<file path="config.mk">
export PLATFORM = sky130hd
export DESIGN_NAME = sel_mux_stage
export DESIGN_NICKNAME = d
export VERILOG_FILES = /design/src/rtl/mips_pkg.sv /design/src/rtl/skid_buf.sv /design/src/rtl/sel_mux_stage.sv
export SDC_FILE = /design/constraint.sdc
export NUM_CORES = 1
export LEC_CHECK = 0
export CAP_MARGIN = 30
export CORE_UTILIZATION = 40
export CTS_CLUSTER_DIAMETER = 60
export CTS_CLUSTER_SIZE = 25
export DETAILED_ROUTE_END_ITERATION = 8
export PLACE_DENSITY = 0.76
export SLEW_MARGIN = 5
export SYNTH_ARGS = -nofsm -noshare
export SYNTH_HDL_FRONTEND = slang
export SYNTH_SLANG_ARGS = --single-unit
</file>
<file path="constraint.sdc">
create_clock -name clk -period 1.3 [get_ports clk]
set_input_delay 0.195 -clock clk [delete_from_list [all_inputs] [get_ports clk]]
set_output_delay 0.195 -clock clk [all_outputs]
set_load 0.01 [all_outputs]
</file>
<file path="src/rtl/mips_pkg.sv">
// Shared items for the datapath select stages: occupancy encoding and
// the select-width helper.
package mips_pkg;

    typedef enum logic [1:0] {
        OCC_EMPTY,
        OCC_ONE,
        OCC_FULL
    } occ_t;

    // A select port is never narrower than one bit, even for a 1- or 2-way select.
    function automatic int clog2_floor1(input int n);
        if (n <= 2) return 1;
        return $clog2(n);
    endfunction

endpackage

</file>
<file path="src/rtl/skid_buf.sv">
// Two-slot valid/ready buffer: MAIN drives the outputs, SKID absorbs one stall.
// Latency: 1 cycle from accept to out_vld.
// Backpressure: in_rdy is a flop, low only when both slots are full or the cycle after flush/reset.
module skid_buf #(
    parameter int W = 6
) (
    input  logic         clk,
    input  logic         rst_n,
    input  logic         flush,
    input  logic         in_vld,
    output logic         in_rdy,
    input  logic [W-1:0] in_dat,
    output logic         out_vld,
    input  logic         out_rdy,
    output logic [W-1:0] out_dat
);
    import mips_pkg::*;

    occ_t         state;
    logic [W-1:0] main_dat;
    logic [W-1:0] skid_dat;
    logic         in_fire;
    logic         out_fire;

    assign in_fire  = in_vld & in_rdy;
    assign out_fire = out_vld & out_rdy;
    assign out_dat  = main_dat;

    always_ff @(posedge clk) begin
        // Reset and flush leave identical state; any fire in this cycle is dropped.
        if (!rst_n || flush) begin
            state    <= OCC_EMPTY;
            main_dat <= '0;
            skid_dat <= '0;
            in_rdy   <= 1'b0;
            out_vld  <= 1'b0;
        end else begin
            case (state)
                OCC_EMPTY: begin
                    in_rdy <= 1'b1;
                    if (in_fire) begin
                        main_dat <= in_dat;
                        out_vld  <= 1'b1;
                        state    <= OCC_ONE;
                    end
                end
                OCC_ONE: begin
                    in_rdy <= 1'b1;
                    if (in_fire && !out_fire) begin
                        skid_dat <= in_dat;
                        in_rdy   <= 1'b0;
                        state    <= OCC_FULL;
                    end else if (in_fire) begin
                        main_dat <= in_dat;
                    end else if (out_fire) begin
                        out_vld <= 1'b0;
                        state   <= OCC_EMPTY;
                    end
                end
                OCC_FULL: begin
                    if (out_fire) begin
                        main_dat <= skid_dat;
                        in_rdy   <= 1'b1;
                        state    <= OCC_ONE;
                    end
                end
                default: begin
                    out_vld <= 1'b0;
                    in_rdy  <= 1'b0;
                    state   <= OCC_EMPTY;
                end
            endcase
        end
    end

endmodule

</file>
<file path="src/rtl/sel_mux_stage.sv">
// Registered N:1 operand select with error flag for out-of-range sel.
// Latency: 1 cycle (accept at edge k, out_valid from edge k).
// Backpressure: 2-entry skid, in_ready registered and independent of out_ready.
module sel_mux_stage
    import mips_pkg::*;
#(
    parameter  int W      = 5,
    parameter  int NUM_IN = 2,
    localparam int SEL_W  = clog2_floor1(NUM_IN)
) (
    input  logic              clk,
    input  logic              rst_n,
    input  logic              flush,
    input  logic              in_valid,
    output logic              in_ready,
    input  logic [SEL_W-1:0]  sel,
    input  logic [NUM_IN*W-1:0] din,
    output logic              out_valid,
    input  logic              out_ready,
    output logic [W-1:0]      dout,
    output logic              out_sel_err
);

    logic [W-1:0] sel_dat;
    logic         sel_err;
    logic [W:0]   out_dat;

    // Codes past NUM_IN-1 (possible when NUM_IN is not a power of two) fall through to the error entry.
    always_comb begin
        sel_dat = '0;
        sel_err = 1'b1;
        for (int i = 0; i < NUM_IN; i++) begin
            if (sel == SEL_W'(i)) begin
                sel_dat = din[i*W +: W];
                sel_err = 1'b0;
            end
        end
    end

    skid_buf #(.W(W + 1)) u_skid (
        .clk     (clk),
        .rst_n   (rst_n),
        .flush   (flush),
        .in_vld  (in_valid),
        .in_rdy  (in_ready),
        .in_dat  ({sel_err, sel_dat}),
        .out_vld (out_valid),
        .out_rdy (out_ready),
        .out_dat (out_dat)
    );

    assign dout        = out_dat[W-1:0];
    assign out_sel_err = out_dat[W];

endmodule
</file>
=== Word level (Yosys, flattened, before mapping) ===
Cells that the tools add are included.

* Word-level logic and storage cells: 46
* Bits of input ports: 16
* Flip-flop bits (word level): 15
* Output and inout port bits: 8

* Mux-type cells: 19
* Equality and inequality tests: 9
* Bitwise gates (word level): 3
* Reduce and logical (&&, ||, !) cells: 10

{| class="wikitable"
|+ Operator list
! kind !! number
|-
| 6-bit two-way mux || 3
|-
| 6-bit one-hot mux with 3 select lines || 1
|-
| 2-bit two-way mux || 5
|-
| 1-bit two-way mux || 6
|-
| 2-bit by 1-bit != test with 1-bit output (second input constant) || 3
|-
| 1-bit one-hot mux with 3 select lines || 2
|-
| 2-bit one-hot mux with 3 select lines || 1
|-
| 5-bit two-way mux || 1
|-
| 5-bit AND reduction || 1
|-
| 2-bit != test (second input constant) || 2
|-
| 4-bit AND reduction || 1
|-
| 3-bit by 1-bit != test with 1-bit output (second input constant) || 1
|-
| 3-bit != test (second input constant) || 1
|-
| 3-bit AND reduction || 1
|-
| 3-bit nonzero test || 1
|-
| 1-bit AND || 2
|-
| 2-bit by 1-bit == test with 1-bit output (second input constant) || 1
|-
| 2-bit == test (second input constant) || 1
|-
| 1-bit logical NOT || 2
|-
| 2-bit logical NOT || 1
|-
| 2-bit AND reduction || 1
|-
| 1-bit logical AND || 1
|-
| 1-bit logical OR || 1
|-
| 1-bit NOT || 1
|}

=== Depth between registers and ports, before layout ===
Gate-level depths: netlist of the first run.

* Depth in word-level cells: 5
* Depth in mapped cells: 5
* Depth with buffers taken out: 3

=== By module ===
Synthesis of the first run repeated with hierarchy kept, for this count alone.

* Cell total of the unflattened synthesis: 87
* Area total of the unflattened synthesis: 857.1 um2

{| class="wikitable"
|+ Modules (own cells, without submodules)
! module !! times used !! area each (um2) !! seq. area each (um2) !! cells each
|-
| skid_buf || 1 || 797.0 || 320.3 || 81
|-
| sel_mux_stage || 1 || 60.1 || 0.0 || 6
|}

=== Least setup slack after synthesis of the first run ===
Ideal clock, no wire load.

* Path type: register to register
* Start point: reg u_skid.out_vld
* End point: reg u_skid.main_dat[0] (netlist: u_skid.out_dat[0])
* Data arrival time: 1.232 ns
* Library setup time: 0.072 ns
* Path buffers: 2
* Stages on the path, launching flop included: 6
* Period minus slack after synthesis: 1.303 ns
* Slack: -0.003 ns
* Path through: dfxtp_1 > buf_2 > a21bo_1 > buf_6 > a32oi_4 > mux2i_1

* Word-level cells in the longest chain between the ends: 5
* Elaborated cells on any way between the ends: 6
* Classes of those cells: eq/ne: 2; bitwise: 1; reduce/logical: 3

{| class="wikitable"
|+ Ends and longest elaborated chain
! what !! line !! source
|-
| start, declared || skid_buf.sv:13 || <nowiki>output logic out_vld,</nowiki>
|-
| start signal, assigned || skid_buf.sv:36 || <nowiki>out_vld <= 1'b0;</nowiki>
|-
| start signal, assigned || skid_buf.sv:43 || <nowiki>out_vld <= 1'b1;</nowiki>
|-
| start signal, assigned || skid_buf.sv:56 || <nowiki>out_vld <= 1'b0;</nowiki>
|-
| 1-bit AND * || skid_buf.sv:26 || <nowiki>assign out_fire = out_vld & out_rdy;</nowiki>
|-
| 1-bit logical NOT || skid_buf.sv:49 || <nowiki>if (in_fire && !out_fire) begin</nowiki>
|-
| 1-bit logical AND || skid_buf.sv:49 ||
|-
| 2-bit != test (no source line) || n/a ||
|-
| 3-bit AND reduction (no source line) * || n/a ||
|-
| end signal, assigned || skid_buf.sv:42 || <nowiki>main_dat <= in_dat;</nowiki>
|-
| end signal, assigned || skid_buf.sv:54 || <nowiki>main_dat <= in_dat;</nowiki>
|-
| end signal, assigned || skid_buf.sv:62 || <nowiki>main_dat <= skid_dat;</nowiki>
|-
| end, declared || skid_buf.sv:20 || <nowiki>logic [W-1:0] main_dat;</nowiki>
|}

Mark *: on every way between the ends. The rest lies on a longest branch, timed or not.
A chain may end at the register's enable or synchronous reset.

=== Worst setup path after layout of the first run ===
* Start point: reg u_skid.state[0]
* End point: reg u_skid.main_dat[0] (netlist: u_skid.out_dat[0])

* Word-level cells in the longest chain between the ends: 3
* Elaborated cells on any way between the ends: 8
* Classes of those cells: eq/ne: 4; mux: 1; reduce/logical: 3

{| class="wikitable"
|+ Ends and longest elaborated chain
! what !! line !! source
|-
| start, declared || skid_buf.sv:19 || <nowiki>occ_t state;</nowiki>
|-
| start signal, assigned || skid_buf.sv:32 || <nowiki>state <= OCC_EMPTY;</nowiki>
|-
| start signal, assigned || skid_buf.sv:44 || <nowiki>state <= OCC_ONE;</nowiki>
|-
| start signal, assigned || skid_buf.sv:52 || <nowiki>state <= OCC_FULL;</nowiki>
|-
| 2-bit by 1-bit == test with 1-bit output, or another cell as far along || skid_buf.sv:38 || <nowiki>case (state)</nowiki>
|-
| 2-bit != test (no source line), or another cell as far along || n/a ||
|-
| 3-bit AND reduction (no source line) || n/a ||
|}

Parallel ways exist; a longest one is shown, timed or not.

==> summary.md, run 1 <==
| Metric | Value |
|---|---|
| Run status | finished, final reports clean |
| Cell types occupying the most area after synthesis | sky130_fd_sc_hd__dfxtp_1, sky130_fd_sc_hd__mux2_2, sky130_fd_sc_hd__nor3_1, sky130_fd_sc_hd__mux2i_1, sky130_fd_sc_hd__or3b_2 |
| Total power density per cell area | around 740 mW/mm^2 |
| Total wire length | 1890 um |
| N_diodes | 0 |
| Number of CTS-inserted buffers | 3 |
| DR pass1 iterations | 4 |
| CP Buf/Inv Count | 1 |
| Detailed router's first-iteration violation count | 14 |
| H-tree lvl count | 1 |
| Number of global-route vias before repair | roughly 700 |
| Proportion of synthesized flip-flops having asynchronous set or reset | 0% |
| Hold crit path type | input port to flop |
| Final antenna-violating net count | 0 |
| Most used cells in the layout excluding fill and tap cells | sky130_fd_sc_hd__clkdlybuf4s50_1, sky130_fd_sc_hd__nor3_1, sky130_fd_sc_hd__buf_4 |
| Number of synthesized flops with an enable pin | 0 |
| Power consumption | 0.827 mW |
| Leakage Power | 0.470 nW |
| Post-synthesis cell area | approximately 800 um^2 |
| Number of cells produced by synthesis | 89 |
| Routed length per placed instance | 13.5 um |
| Most common flop cell mapped by yosys | sky130_fd_sc_hd__dfxtp_1 |
| Number of I/O pins | 24 |
| TritonCTS clock tree | yes |
| Crit path largest cell delay | 0.46 ns |
| Achievable Freq | approximately 780 MHz |
| Antenna violations before repair | 0 |
| Element type at the critical path start | flop |
| Cells along the critical path | buf_4, or3b_2, o211ai_1, mux2i_1 |
| Number of flip-flops and latches in the synthesized netlist | 14 |
| Placer's final routability congestion estimate | slightly below 0.8 |
| Detailed-route via count | slightly above 700 |
| Die extent in y | 46.7 um |
| Wire length of the first global-routing pass | just under 3000 um |
| Hold_ws | 0.382 ns |
| Peak supply drop | 609 uV |
| Sequential cell area | 290 um^2 |
| Clock transition at the registers of the reported paths | approximately 0.09 ns |
| Warnings, synthesis | 0 |
| Clock insertion delay at the later pin of the skew report | a little under 0.3 ns |
| Dominant delay contributor by cell family on the critical path | simple AND/OR/NAND/NOR gates |
| Shortest clock period the worst path allows after layout | about 1.3 ns |
| Mapped Nets | 105 |
| Placement row count | 15 |
| Category of the worst setup path capture point | flop |
| Slowest cell on the critical path | sky130_fd_sc_hd__or3b_2 |
| Worst Setup Path Type | flop to flop |
| Number of setup violations in the final report | 0 |
| Top cell type's share of synthesized area | 35.1% |
| Number of fill cells | approximately 150 |
| Combined area of the multi-input logic cells | between 400 and 500 um^2 |
| Unique masters post-synth | 31 |
| Total number of clock tree sinks | 14 |
| Max_cap viols | 0 |
| Count of buffers from port buffering | 22 |
| Sequential-to-total area share from yosys stat | about a third |
| Die Span X | roughly 47 um |
| Mean area per synthesized cell | approximately 9 um^2 |
| Via count normalized by instance count | 5.15 |
| Fraction of layout cells with a size suffix above 1 | between 20% and 30% |
| Signal arrival time at the worst endpoint | roughly 1.4 ns |
| Die ar. | 0.00218 mm^2 |
| Final clock skew | just under 0.007 ns |
| Clock Root Buffer | sky130_fd_sc_hd__clkbuf_4 |
| Endpoint required time on the critical path | about 1.5 ns |
| Most area-hungry cell type in the Yosys netlist | sky130_fd_sc_hd__dfxtp_1 |
| RSZ-0062 raised after global routing | true |
| Global-route usage over all layers | between 10% and 20% |
| Starting density of the core | around 44% |
| Final setup TNS | 0 ns |
| Number of design rule violations left after detail routing | 0 |
| Slew Limit Fails | 0 |
| Max FO, Critical Path | 5 |
| Part of the cycle the worst path needs | 98.4% |
| DPL Wire Length | 1460 um |
| Most common cell after layout, fill and taps aside | sky130_fd_sc_hd__clkdlybuf4s50_1 |
| Synth-to-Final Area Change | 39.5% |
| Number of buffers between clock root and the deepest sink | 2 |
| Pin count of the biggest net entering global routing | 13 |
| Utilization after layout | between 60% and 70% |
| Final Hold Violating Endpoints | 0 |
| Remaining Overflow, GRT | 0 |
| Net count of the finished layout | approximately 130 |
| Core area | roughly 0.0018 mm^2 |
==> kinds of logic (layout without fill, tap and decap cells) <==
group	count (synthesis)	after routing	synth area share [%]
other cells	1	1	0.470
buf+inv	11	37	7.52
flops	14	14	35.1
compound gates	22	22	21.3
mux	10	10	13.3
simple gates	31	31	22.3
==> layout make-up <==
type | count | share of cell area, %
timing repair buffer | 33 | 26.9
tap | 25 | 2.81
inverter | 1 | 0.337
sequential | 14 | 26.1
clock buffer | 3 | 2.02
multi-input combinational | 64 | 41.9
==> registers in the layout, indices dropped and copies added, names as in the netlist <==
register / cells
u_skid.out_dat: 5
u_skid.skid_dat: 5
u_skid.state: 2
u_skid.in_rdy: 1
u_skid.out_vld: 1
==> report_power, final <==
| part | total, mW | switching [mW] | internal [mW] |
|---|---|---|---|
| Clock | 0.250 | 0.142 | 0.108 |
| Sequential | 0.436 | 0.00495 | 0.431 |
| Combinational | 0.141 | 0.0577 | 0.0836 |
==> synthesized netlist by cell type (all sizes together), types with 4 or more instances <==
| cell | number |
|---|---|
| dfxtp | 14 |
| nor3 | 11 |
| a21oi | 8 |
| nand2 | 7 |
| buf | 6 |
| mux2 | 5 |
| mux2i | 5 |
| o211ai | 5 |
| or3b | 5 |
| clkbuf | 4 |
==> what timing repair did <==
item | in CTS | in global routing
pin swaps | 1 | 7
endpoints found under the setup margin | 10 | 5
gates resized for setup | 10 | 8
hold buffers | 0 | 0
buffers inserted | 0 | 1
==> stage by stage <==
step | worst slack (ns) | instance area, um^2 | std cells
finish | 0.0203 | 1110 | 140
global placement | -0.244 | 1070 | 136
detailed placement | -0.297 | 1070 | 136
floorplan | 0.00410 | 810 | 89
global route | -0.0128 | 1110 | 140
CTS | 0.00615 | 1090 | 139
==> layer usage <==
layer / wire (um) / global-route usage, %
met2: 836 / 29.7
met4: 51 / 13.1
met1: 912 / 25.4
met5: 0 / 0
met3: 85 / 4.31
==> final timing paths <==
kind | endpoint | cells past startpoint | slack [ns] | startpoint
setup / recovery | u_skid.out_dat[0] | 4 | 0.02 | u_skid.state[0]
setup reg to reg | u_skid.out_dat[0] | 4 | 0.02 | u_skid.state[0]
hold reg to reg | u_skid.out_dat[0] | 2 | 0.46 | u_skid.out_dat[0]
hold / removal | u_skid.in_rdy | 3 | 0.38 | in_valid
==> worst min-delay path, cell delays in order <==
cell	delay (ns)
sky130_fd_sc_hd__dlymetal6s2s_1	0.15
sky130_fd_sc_hd__nand2_1	0.14
sky130_fd_sc_hd__o211a_1	0.16
No activity file was read; power rests on OpenSTA's default activity.
==> run 2: changes to the inputs <==
--- a/config.mk
+++ b/config.mk
@@ -8,7 +8,6 @@
 export CAP_MARGIN = 30
 export CORE_UTILIZATION = 40
 export CTS_CLUSTER_DIAMETER = 60
-export CTS_CLUSTER_SIZE = 25
 export DETAILED_ROUTE_END_ITERATION = 8
 export PLACE_DENSITY = 0.76
 export SLEW_MARGIN = 5
==> results of run 2 <==
The final DEF is identical to that of run 1; final timing and power are the same.
==> run 3: changes to the inputs <==
--- a/config.mk
+++ b/config.mk
@@ -5,11 +5,11 @@
 export SDC_FILE = /design/constraint.sdc
 export NUM_CORES = 1
 export LEC_CHECK = 0
-export CAP_MARGIN = 30
+export ABC_AREA = 1
 export CORE_UTILIZATION = 40
 export CTS_CLUSTER_DIAMETER = 60
 export DETAILED_ROUTE_END_ITERATION = 8
-export PLACE_DENSITY = 0.76
+export PLACE_DENSITY = 0.72
 export SLEW_MARGIN = 5
 export SYNTH_ARGS = -nofsm -noshare
 export SYNTH_HDL_FRONTEND = slang
==> run 3 against run 2 <==
Via count increased by 23%. Die area increased by 3.3%. Setup slack improved by 0.12 ns. Largest power group unchanged.
==> summary.md, run 3 <==
| Metric | Value |
|---|---|
| Worst Slack Setup Final | 0.137 ns (+0.117 ns) |
| Sequential-to-total area share from yosys stat | 33.9% (-1.2 points) |
| Die ar. | 0.00225 mm^2 (+3.3%) |
| Number of design rule violations left after detail routing | 0 (unchanged) |
| Total power density per cell area | 739 mW/mm^2 (-0.56%) |
| Number of global-route vias before repair | 711 (+1.3%) |
| Total wire length | 1730 um (-8.1%) |
| Detailed-route via count | 887 (+23%) |
| Wire length of the first global-routing pass | 2730 um (-8.3%) |
| Count of buffers from port buffering | 22 (unchanged) |
| Number of flip-flops and latches in the synthesized netlist | 14 (unchanged) |
| Clock insertion delay at the later pin of the skew report | 0.27 ns (-0.02 ns) |
| H-tree lvl count | 1 (unchanged) |
| Most used routing layer | met2 |
| Setup Buffers After CTS | 0 (unchanged) |
| Post-synth top cells | sky130_fd_sc_hd__nand2_1, sky130_fd_sc_hd__inv_1, sky130_fd_sc_hd__nor2_1 |
| RSZ-0062 raised after global routing | false |
| Final Hold Violating Endpoints | 0 (unchanged) |
| Int Pwr | 0.620 mW (-0.36%) |
| Synth-to-Final Area Change | 35.6% |
| Detailed router's first-iteration violation count | 23 (+9) |
| Number of I/O pins | 24 (unchanged) |
| Most used cells in the layout excluding fill and tap cells | sky130_fd_sc_hd__nand2_1, sky130_fd_sc_hd__inv_1, sky130_fd_sc_hd__nor2_1 |
| Number of buffers between clock root and the deepest sink | 2 (unchanged) |
| Top cell type's share of synthesized area | 33.9% (-1.2 points) |
| Hold crit path type | flop to flop |
| Endpoint required time on the critical path | 1.47 ns (about the same) |
| Post-synthesis cell area | 826 um^2 (+3.4%) |
| Element type at the critical path start | flop |
| Proportion of synthesized flip-flops having asynchronous set or reset | 0% (unchanged) |
| Post-cts hold buffer count | 0 (unchanged) |
| Max FO, Critical Path | 7 (+2) |
| Number of fill cells | 208 (+37%) |
| TritonCTS clock tree | yes |
| Clock Root Buffer | sky130_fd_sc_hd__clkbuf_4 |
| Cells along the critical path | inv_2, nor2_2, nand3_2, inv_2, nand2_1, nand2_1, nor2_1 |
| Sequential cell fraction of total power | 53.3% (+0.6 points) |
| DPL Wire Length | 1330 um (-8.8%) |
| Warnings, synthesis | 0 (unchanged) |
| Place WS | -0.154 ns (+0.143 ns) |
| Die extent in y | 47.4 um (+1.6%) |
| Clock transition at the registers of the reported paths | 0.08 ns (about the same) |
| DP Area | 0.00110 mm^2 (+2.6%) |
| Most repeated cell in the gate-level netlist after synthesis | sky130_fd_sc_hd__nand2_1 |
| Run status | finished, final reports clean |
| Switching fraction of total power | 25.0% (+0.27 points) |
| Fraction of layout cells with a size suffix above 1 | 9.60% (-16 points) |
| Mapped Nets | 165 (+57%) |
| Placer's final routability congestion estimate | 0.790 (+1.9%) |
| Global-route usage over all layers | 17.1% (-2.8 points) |
| Sw power | 0.207 mW (+1.1%) |
| Pin count of the biggest net entering global routing | 14 (+1) |
| Shortest clock period the worst path allows after layout | 1.16 ns (-0.117 ns) |
| Remaining Overflow, GRT | 0 (unchanged) |
| Routed length per placed instance | 8.50 um (-37%) |
| Number of synthesized flops with an enable pin | 0 (unchanged) |
| Part of the cycle the worst path needs | 89.5% (-9.0 points) |
| Met2 track demand over resource | 28.5% (-1.2 points) |
| Most common cell after layout, fill and taps aside | sky130_fd_sc_hd__nand2_1 |
| Signal arrival time at the worst endpoint | 1.34 ns (-0.10 ns) |
| Number of setup violations in the final report | 0 (unchanged) |
| Unique masters post-synth | 15 (-52%) |
| Number of cells produced by synthesis | 149 (+67%) |
| Via count normalized by instance count | 4.35 (-16%) |
| DR pass1 iterations | 4 (unchanged) |
| N_diodes | 0 (unchanged) |
| Category of the worst setup path capture point | flop |
| Number of CTS-inserted buffers | 3 (unchanged) |
| Antenna violations before repair | 0 (unchanged) |
| Slowest cell on the critical path | sky130_fd_sc_hd__dfxtp_1 |
| Finished Cell Area | 0.00112 mm^2 (+0.56%) |
| Achievable Freq | 860 MHz (+10%) |
| Peak supply drop | 329 uV (-46%) |
| Clock network fraction of total power | 28.9% (-1.3 points) |
| Starting density of the core | 42.5% (-1.8 points) |
| Placement row count | 16 (+1) |
| Comb power frac | 17.8% (+0.7 points) |
| Most area-hungry cell type in the Yosys netlist | sky130_fd_sc_hd__dfxtp_1 |
| Most common flop cell mapped by yosys | sky130_fd_sc_hd__dfxtp_1 |
| Worst Setup Path Type | flop to flop |
| Slew Limit Fails | 0 (unchanged) |
| Die Span X | 47.4 um (+1.6%) |
| Cell types occupying the most area after synthesis | sky130_fd_sc_hd__dfxtp_1, sky130_fd_sc_hd__nand2_1, sky130_fd_sc_hd__inv_1, sky130_fd_sc_hd__nor2_1, sky130_fd_sc_hd__nand3_1 |
| Mean area per synthesized cell | 5.54 um^2 (-38%) |
| Max_cap viols | 0 (unchanged) |
| Leakage Power | 0.626 nW (+33%) |
| Met1 track demand over resource in global routing | 22.4% (-3.1 points) |
| Final antenna-violating net count | 0 (unchanged) |
| Core area | 0.00194 mm^2 (+7.8%) |
| Final clock skew | 0.00503 ns (-0.00173 ns) |
| Total number of clock tree sinks | 14 (unchanged) |
| Crit path largest cell delay | 0.38 ns (-0.08 ns) |
| Net count of the finished layout | 195 (+47%) |
| Global routing met3 resource utilization | 2.26% (-2.0 points) |
## run 3: worst paths after layout
path / startpoint / depth (start not counted) / slack [ns] / end
worst min-delay path: u_skid.out_dat[4] / 4 / 0.51 / u_skid.out_dat[4]
worst max-delay path: u_skid.state[0] / 7 / 0.14 / u_skid.skid_dat[4]
worst max register to register: u_skid.state[0] / 7 / 0.14 / u_skid.skid_dat[4]
worst min register to register: u_skid.out_dat[4] / 4 / 0.51 / u_skid.out_dat[4]
## run 3: cell type report
cell class | instances | area (um^2) | area share (%)
repair buffers | 26 | 241 | 21.6
multi-input cells | 100 | 413 | 36.9
well taps | 27 | 33.8 | 3.02
clock buffers | 3 | 22.5 | 2.01
inverters | 34 | 128 | 11.4
flip-flops and latches | 14 | 282 | 25.1
## run 3: timing repair
| item | in CTS | in global routing |
|---|---|---|
| setup endpoints to repair | 7 | 1 |
| endpoints found under the hold margin | 0 | 0 |
| gates cloned | 0 | 1 |
| resized for setup | 8 | 1 |
| pin swaps | 0 | 1 |
## run 3: routing by layer
layer,share of wire (%),vias to the layer above
li1,-,486
met5,0,-
met4,1.1,0
met3,5.3,2
met1,47,369
met2,47,30
## run 3: kinds of logic (layout without fill, tap and decap cells)
group	Yosys count	after routing	synth area share, %
flops	14	14	33.9
simple gates	94	95	46.1
buf+inv	36	63	17.0
other cells	1	1	0.454
compound gates	4	4	2.58
## run 3: metrics by stage
stage          utilization, %  TNS (ns)  hold WS [ns]  instances  total power [mW]
6_report                 57.7         0         0.509        204             0.827
5_1_grt                  57.7         0         0.552        204             0.877
4_1_cts                  57.3         0         0.509        203             0.837
3_5_place_dp             56.5     -1.18         0.497        200             0.601
3_3_place_gp             56.5    -0.944         0.498        200             0.599
2_1_floorplan               -         0         0.375        149             0.525
## run 3: power by group through the flow
stage	Combinational [mW]	Sequential (mW)	Clock (mW)
after global routing	0.169	0.442	0.266
final	0.148	0.441	0.239
after detailed placement	0.150	0.451	0
after CTS	0.147	0.441	0.249
after global placement	0.149	0.451	0
after floorplan	0.0721	0.453	0
## run 3: worst max-delay path, delay by kind of cell, from the launching register on
| kind | cells | cell delay (ns) |
|---|---|---|
| and+or+nand+nor | 5 | 0.47 |
| DFF | 1 | 0.38 |
| buffers and inverters | 2 | 0.21 |
==> patch (config.mk and constraints of run 2) <==
Set the parameter `W` to 10 (it was 5).
--- a/src/rtl/sel_mux_stage.sv
+++ b/src/rtl/sel_mux_stage.sv
@@ -4,7 +4,7 @@
 module sel_mux_stage
     import mips_pkg::*;
 #(
-    parameter  int W      = 5,
+    parameter  int W      = 10,
     parameter  int NUM_IN = 2,
     localparam int SEL_W  = clog2_floor1(NUM_IN)
 ) (
Ports: changed (resized din and dout); port bits go from 24 to 39. The function was not compared with the original's and may differ.
==> patch against run 2 <==
The run now ends with setup timing left. Setup slack got worse by 0.071 ns. Total power rose by 91%. Routed wire length rose by 110%. Count of clock-buffer cells in the layout did not move. Cell area rose by 77%. Synthesized cell count rose by 63%. Sequential cell count rose by 10. Synthesized area rose by 68%. Critical path type is now input port to register. Highest routed layer unchanged.
==> patch: results (changes against run 2) <==
| Step | Parameter | Value | vs run 2 |
|:---|:---|:---|:---|
| status | Outcome | complete, but fails checks | was finished clean |
| status | Failing checks | setup timing |  |
| pwr | Leakage | 0.787 nW | was 0.470 nW |
| synth | Library cells used by synthesis | 37 | was 31 |
| timing | Number of failing setup endpoints in the final timing report | 10 | was 0 |
| synth | Mapped Nets | 171 | was 105 |
| timing | Final hold slack | 0.465 ns | was 0.382 ns |
| grt | Global routing met3 resource utilization | 4.11% | was 4.31% |
| detailed routing | Met3 wire length | 227 µm | was 85 µm |
| place | Number of cells after detailed placement | 230 | was 136 |
| place | Post-DP Area | 1830 µm² | was 1070 µm² |
| detailed routing | Wire length on met1 | 1.63 mm | was 912 µm |
| clock tree | Register clock-pin slew on the reported worst setup and hold paths | 0.13 ns | was 0.09 ns |
| grt | First-pass GRT wire length | 6.08 mm | was 2.98 mm |
| timing | Post-route setup slack | -0.0511 ns | was 0.0203 ns |
| grt | Met2 usage in global routing | 38.1% | was 29.7% |
| place | Count of port buffers added during placement | 37 | was 22 |
| synth | Top post-synthesis cells by area | dfxtp_1 36%, mux2_2 8.4%, mux2i_1 7.5%, nor3_1 7.5%, or3b_1 5.2% | was dfxtp_1 35%, mux2_2 7.1%, nor3_1 6.9%, mux2i_1 6.3%, or3b_2 5.5% |
| worst setup path | Slowest stage cell on the critical path | clkdlybuf4s50_1 | was or3b_2 |
| detailed routing | Routed vias | 1349 | was 721 |
| grt | Total track usage | 22.9% | was 19.9% |
| synth | Commonest register cell after synthesis | dfxtp_1 | unchanged |
| synth | Avg Inst Size Synth | 9.23 µm² | was 8.97 µm² |
| grt | Vias in the first global route | 1272 | was 702 |
| place | Routability-driven placement congestion ratio | 0.767 | was 0.775 |
| detailed routing | Total detailed-routing wirelength | 4.03 mm | was 1.89 mm |
| pwr | Internal power | 1.22 mW | was 0.623 mW |
| layout | Share of final-layout standard cells stronger than drive strength 1 | 27.7% | was 26.1% |
| grt | Maximum number of pins on one net before global-route repair | 22 | was 13 |
| clock tree | Number of levels the H-tree was split into | 1 | unchanged |
| timing | Setup skew after layout | 0.000716 ns | was 0.00676 ns |
| layout | Final Instance Count excl. Fillers | 239 | was 140 |
| clock tree | Later-pin clock latency in the skew report | 0.32 ns | was 0.29 ns |
| pwr | IR drop worst, VDD | 500 µV | was 609 µV |
| detailed routing | DRC marker count from the first detailed-route iteration | 58 | was 14 |
| layout | NumNets Final | 222 | was 133 |
| min path | HP Class | register to register | was input port to register |
| synth | Leading post-synthesis cells by instance count | 24 x dfxtp_1, 20 x nor3_1, 12 x a21oi_1, 12 x nand2_1 | was 14 x dfxtp_1, 11 x nor3_1, 8 x a21oi_1, 7 x nand2_1 |
| place | Detailed placer's ending HPWL | 2.65 mm | was 1.46 mm |
| detailed routing | Wire length on met2 | 2.05 mm | was 836 µm |
| grt | Global routing met1 resource utilization | 28.7% | was 25.4% |
[patch: cell count changes in the layout (fill, tap and decap cells not counted), sizes merged, moves of 9 or more]
cell | before | now
clkdlybuf4s50 | 13 | 25
buf | 11 | 22
dfxtp | 14 | 24
nor3 | 11 | 20
[patch: power by group through the flow]
| stage | combinational [mW] | clock [mW] | sequential, mW |
|---|---|---|---|
| after floorplan | 0.113 | 0 | 0.772 |
| after global placement | 0.259 | 0 | 0.766 |
| after detailed placement | 0.265 | 0 | 0.767 |
| after CTS | 0.271 | 0.554 | 0.749 |
| after global routing | 0.297 | 0.599 | 0.751 |
| final | 0.282 | 0.550 | 0.749 |
[patch: critical path: cells and delay by family]
| kind | cells | cell delay (ns) |
|---|---|---|
| multiplexers | 1 | 0.20 |
| AO/OA/AOI/OAI | 1 | 0.31 |
| buffers and inverters | 2 | 0.64 |
| AND/OR/NAND/NOR | 1 | 0.27 |
[patch: logic make-up after synthesis]
logic type	count (synthesis)	share of synthesized area, %
other cells	1	0.280
buf+inv	15	7.10
compound gates	32	17.0
simple gates	53	23.8
flops	24	35.9
mux	20	15.9
[patch: cell type report]
| cell class | count | area, µm² |
|---|---|---|
| flip-flops and latches | 24 | 488 |
| clock buffers | 3 | 22.5 |
| repair buffers | 59 | 573 |
| inverters | 2 | 7.51 |
| multi-input cells | 106 | 795 |
| clock inverters | 1 | 30.0 |
| well taps | 44 | 55.1 |
| fillers | 256 | 1130 |
[patch: repair_timing]
item | 4_1_cts | 5_1_grt
buffers inserted | 2 | 0
hold buffers | 0 | 0
resized for setup | 25 | 9
pin swaps | 4 | 2
cloned | 1 | 2
endpoints found under the setup margin | 22 | 20
endpoints found under the hold margin | 0 | 0
[patch: worst paths after layout]
| check | cells past startpoint | startpoint | to |
|---|---|---|---|
| setup / recovery | 5 | in_valid | u_skid.out_dat[7]$_SDFFE_PP0P_ |
| hold / removal | 2 | u_skid.out_dat[9]$_SDFFE_PP0P_ | u_skid.out_dat[9]$_SDFFE_PP0P_ |
| setup reg to reg | 4 | u_skid.out_vld$_SDFFE_PP0P_ | u_skid.out_dat[7]$_SDFFE_PP0P_ |
| hold reg to reg | 2 | u_skid.out_dat[9]$_SDFFE_PP0P_ | u_skid.out_dat[9]$_SDFFE_PP0P_ |
[patch: per-stage QoR]
step / TNS, ns / utilization [%] / setup WS (ns) / power (mW)
2_1_floorplan: 0 / - / 0.0511 / 0.884
3_5_place_dp: -6.25 / 59.0 / -0.368 / 1.03
4_1_cts: -0.182 / 62.0 / -0.0499 / 1.57
3_3_place_gp: -5.42 / 59.0 / -0.311 / 1.02
5_1_grt: -0.976 / 63.5 / -0.125 / 1.65
6_report: -0.235 / 63.5 / -0.0511 / 1.58
